**src/rtl/pipe_stall_ctrl.sv**
```systemverilog
// Pipeline stall/flush sequencer: merges load-use and divide holds into the per-stage hold
// vector and runs the start/annul handshake to the shared iterative divider with a watchdog.
module pipe_stall_ctrl #(
  parameter int DIV_TIMEOUT = 40,
  parameter int CNT_W       = 6
) (
  input  logic       clk,
  input  logic       rst,
  input  logic       stallreq_id_i,
  input  logic       div_req_i,
  input  logic       div_signed_i,
  input  logic       div_ready_i,
  input  logic       annul_i,
  output logic [5:0] stall_o,
  output logic       div_start_o,
  output logic       div_signed_o,
  output logic       div_annul_o,
  output logic       div_busy_o,
  output logic       div_timeout_o
);

  typedef enum logic [1:0] {
    ST_IDLE  = 2'd0,
    ST_START = 2'd1,
    ST_BUSY  = 2'd2,
    ST_DONE  = 2'd3
  } state_e;

  localparam logic [5:0]       HOLD_DIV  = 6'b001111;
  localparam logic [5:0]       HOLD_ID   = 6'b000111;
  localparam logic [5:0]       HOLD_NONE = 6'b000000;
  localparam logic [CNT_W-1:0] CNT_LAST  = CNT_W'(DIV_TIMEOUT - 1);

  state_e           state_q, state_d;
  logic [CNT_W-1:0] cnt_q, cnt_d;
  logic             signed_q, signed_d;
  logic             div_hold_s;

  // Next-state, divider handshake pulses and stall merge
  always_comb begin
    state_d       = state_q;
    cnt_d         = cnt_q;
    signed_d      = signed_q;
    div_hold_s    = 1'b0;
    div_start_o   = 1'b0;
    div_annul_o   = 1'b0;
    div_busy_o    = 1'b0;
    div_timeout_o = 1'b0;
    case (state_q)
      ST_IDLE: begin
        if (div_req_i && !annul_i) begin
          state_d    = ST_START;
          signed_d   = div_signed_i;
          cnt_d      = {CNT_W{1'b0}};
          div_hold_s = 1'b1;
        end else begin
          state_d = ST_IDLE;
        end
      end
      ST_START: begin
        div_start_o = 1'b1;
        div_busy_o  = 1'b1;
        div_hold_s  = 1'b1;
        if (annul_i) begin
          div_annul_o = 1'b1;
          state_d     = ST_IDLE;
        end else begin
          state_d = ST_BUSY;
        end
      end
      ST_BUSY: begin
        div_busy_o = 1'b1;
        div_hold_s = 1'b1;
        cnt_d      = cnt_q + CNT_W'(1);
        // Flush beats a result arriving in the same cycle; a result beats the watchdog.
        if (annul_i) begin
          div_annul_o = 1'b1;
          state_d     = ST_IDLE;
        end else if (div_ready_i) begin
          state_d = ST_DONE;
        end else if (cnt_q == CNT_LAST) begin
          div_timeout_o = 1'b1;
          div_annul_o   = 1'b1;
          state_d       = ST_IDLE;
        end else begin
          state_d = ST_BUSY;
        end
      end
      ST_DONE: begin
        state_d = ST_IDLE;
      end
      default: begin
        state_d = ST_IDLE;
      end
    endcase

    if (annul_i) begin
      stall_o = HOLD_NONE;
    end else if (div_hold_s) begin
      stall_o = HOLD_DIV;
    end else if (stallreq_id_i) begin
      stall_o = HOLD_ID;
    end else begin
      stall_o = HOLD_NONE;
    end
  end

  // State, watchdog counter and latched signedness
  always_ff @(posedge clk) begin
    if (rst) begin
      state_q  <= ST_IDLE;
      cnt_q    <= {CNT_W{1'b0}};
      signed_q <= 1'b0;
    end else begin
      state_q  <= state_d;
      cnt_q    <= cnt_d;
      signed_q <= signed_d;
    end
  end

  assign div_signed_o = signed_q;

endmodule

```
**config.mk**
```make
export PLATFORM = sky130hd
export DESIGN_NAME = pipe_stall_ctrl
export DESIGN_NICKNAME = d
export VERILOG_FILES = /design/src/rtl/pipe_stall_ctrl.sv
export SDC_FILE = /design/constraint.sdc
export NUM_CORES = 1
export LEC_CHECK = 0
export CAP_MARGIN = 40
export CELL_PAD_IN_SITES_DETAIL_PLACEMENT = 0
export CELL_PAD_IN_SITES_GLOBAL_PLACEMENT = 1
export CORE_MARGIN = 2
export CORE_UTILIZATION = 39
export DETAILED_ROUTE_END_ITERATION = 7
export DONT_BUFFER_PORTS = 1
export GPL_TIMING_DRIVEN = 1
export PLACE_DENSITY = 0.77
export SLEW_MARGIN = 20
export SYNTH_ARGS = -nofsm -noshare
export SYNTH_HDL_FRONTEND = slang
export SYNTH_SLANG_ARGS = --single-unit
```
**constraint.sdc**
```tcl
create_clock -name clk -period 1.37 [get_ports clk]
set_input_delay 0.274 -clock clk [delete_from_list [all_inputs] [get_ports clk]]
set_output_delay 0.274 -clock clk [all_outputs]
set_load 0.01 [all_outputs]
```
==> reports/metrics.cfg <==
[worst_setup_path]
cpLargestDelayFamily = compound AO/OA/AOI/OAI gates
path_cells = inv_2 > ha_4 > a21oi_4 > nor3_2 > a21o_2
slowest_delay_ps = 360
path_buf_inv = 1
critPathMaxFanout = 3
cp.arrival_ps = 1350
cp-start-kind = register
cp_slowest_cell = dfxtp_4
worstSetupPathType = reg2out
worstPathRequired_ps = 1100
crit_path_end_kind = output port

[finish]
fin_area_um2 = 949.7
layout-drive-gt1-share = 0.4891
post-route-util = 0.6161
fin_nets = 106
num_antenna_cells = 0
layout_commonest_cell = buf_4
synthToLayoutAreaGrowth_pct = 44.57
layout_common_cells = buf_4 (17), dfxtp_1 (6), nand3_1 (5), mux2i_1 (5)

[drt]
firstDrtPassIters = 5
remaining_drc_errors = 0
vias_per_cell = 5.630
vias = 608
avgRoutedWirePerCell_um = 14.83
drtAntennaViolNets = 0
drt_wl_total_mm = 1.602
drt-initial-drc-count = 5

[cts]
clk-insertion-delay-late_ps = 260
htreeDepth = 1
clockBufferDepth = 2
numCtsBuffers = 3
hold_buffers = 0
cts_tree = yes
cts_root_buffer = clkbuf_4
cts.sinks = 9
clk_pin_slew_ps = 60

[sta]
timing.final.crit_share = 1.188
period_needed_ps = 1628
final_max_slew_viol_count = 0
rsz0062_at_grt = true
max_clock_freq_mhz = 614.2
finalSetupViolations = 8
skew_ps = 0.2252
final_hold_viol_count = 0
setup_ws_ps = -258.1

[floorplanning]
initial_core_util = 0.4261
die-area_um2 = 2029
rows = 14
die_w_um = 45.04
io-pin-count = 18
die-height_um = 45.04
core-area_um2 = 1541

[yosys]
yosysUniqueCellTypes = 27
yosysTopAreaCellShare = 0.2743
synth_area_per_cell_um2 = 9.252
synth_top_area_cell = dfxtp_1
synth_area_leaders = dfxtp_1 (27%), ha_1 (11%), mux2i_1 (7.6%), or3b_1 (5.3%), a21oi_1 (4.6%)
synth_area_um2 = 656.9
synth-seq-area-share = 0.2743
ys_seq_elements = 9
ys_warn_count = 0
synth_cells = 71

[status]
violations = setup timing
outcome = finished, violations left

[place]
dpl_cell_area_um2 = 797.0
hpwl_mm = 1.122
gp_congestion = 0.7218
port_buffers = 0

[flow_run]
max_cap_violations = 0

[min_path]
hold_class = in2reg

[global_route]
grt_pass1_vias = 548
grt_max_degree = 14
grt_pass1_wl_mm = 2.484
grt_overflow = 0
antenna_found_initial = 0
grt.total_usage = 0.1724

[pwr]
vdd.ir_drop.worst_mv = 0.4889
powerDensity_nw_per_um2 = 599.5
p_leak_nw = 0.3780

per-stage QoR:
stage | std cells | setup TNS (ps) | total power [mW] | setup WS [ps] | hold slack (ps)
after floorplan | 72 | -495.8 | 0.3484 | -207.9 | 345.8
after global routing | 108 | -2063 | 0.5925 | -312.7 | 56.99
after global placement | 99 | -327.1 | 0.3481 | -65.91 | 345.7
final | 108 | -1453 | 0.5694 | -258.1 | 70.00
after detailed placement | 99 | -517.6 | 0.3509 | -84.04 | 346.8
after CTS | 104 | -1570 | 0.5690 | -248.4 | 67.25
where the power goes:
group          leakage, nW  internal [mW]  switching, mW  total (mW)
sequential          0.0745          0.263        0.00302       0.266
clock               0.0150          0.113         0.0998       0.212
combinational        0.289         0.0488         0.0424      0.0912
worst paths after layout:
kind                          from               endpoint  slack [ps]  cells past startpoint
min reg2reg  cnt_q[1]$_SDFFE_PP0P_  cnt_q[1]$_SDFFE_PP0P_         500                      2
max          state_q[1]$_SDFF_PP0_             stall_o[0]        -260                      5
max reg2reg  state_q[1]$_SDFF_PP0_  cnt_q[5]$_SDFFE_PP0P_         -40                      7
min                            rst  cnt_q[1]$_SDFFE_PP0P_          70                      1
registers in the layout, indices dropped and copies added, names as in the netlist:
name          cells
cnt_q             6
state_q           2
div_signed_o      1
kinds of logic after synthesis:
| kind of cell | Yosys count | share of synthesized area |
|---|---|---|
| mux | 5 | 0.07619 |
| compound gates | 15 | 0.1524 |
| simple gates | 26 | 0.3029 |
| other cells | 1 | 0.005709 |
| flops | 9 | 0.2743 |
| fa+ha+maj | 6 | 0.1143 |
| buf+inv | 9 | 0.07428 |
Yosys cell counts:
cell type  count
dfxtp_1        9
a31oi_1        1
a211o_1        1
clkbuf_1       1
inv_1          4
a21oi_1        6
nor3_1         4
buf_4          4
nand2_1        2
nor4b_1        1
o21a_1         1
nand4_1        1
nand3b_4       1
nand4bb_4      1
ha_1           6
a211oi_2       1
or3b_1         4
conb_1         1
o21ai_0        1
nand3b_1       4
nand3_1        5
nand2b_1       1
and3b_1        1
nor2_1         1
mux2i_1        5
a21o_1         2
a21boi_0       2
layout make-up:
cell class	instances	area [um^2]
clock buffer	4	26.28
fill	141	591.8
inverter	4	17.52
multi-input combinational	54	526.8
sequential	9	186.4
tap	16	20.02
timing repair buffer	21	172.7
repair_timing:
item,4_1_cts,5_1_grt
setup endpoints to repair,11,12
buffers inserted,1,4
resized for setup,14,10
pin swaps,5,5
routing by layer:
| layer | part of all wire | GRT usage | up-vias | wire (um) |
|---|---|---|---|---|
| li1 | - | - | 300 | - |
| met3 | 0.053 | 0.04000 | 4 | 85 |
| met4 | 0.012 | 0.07059 | 0 | 19 |
| met5 | 0 | 0 | - | 0 |
| met1 | 0.44 | 0.2088 | 283 | 701 |
| met2 | 0.50 | 0.2914 | 21 | 796 |
(Power assumes the default switching activity.)
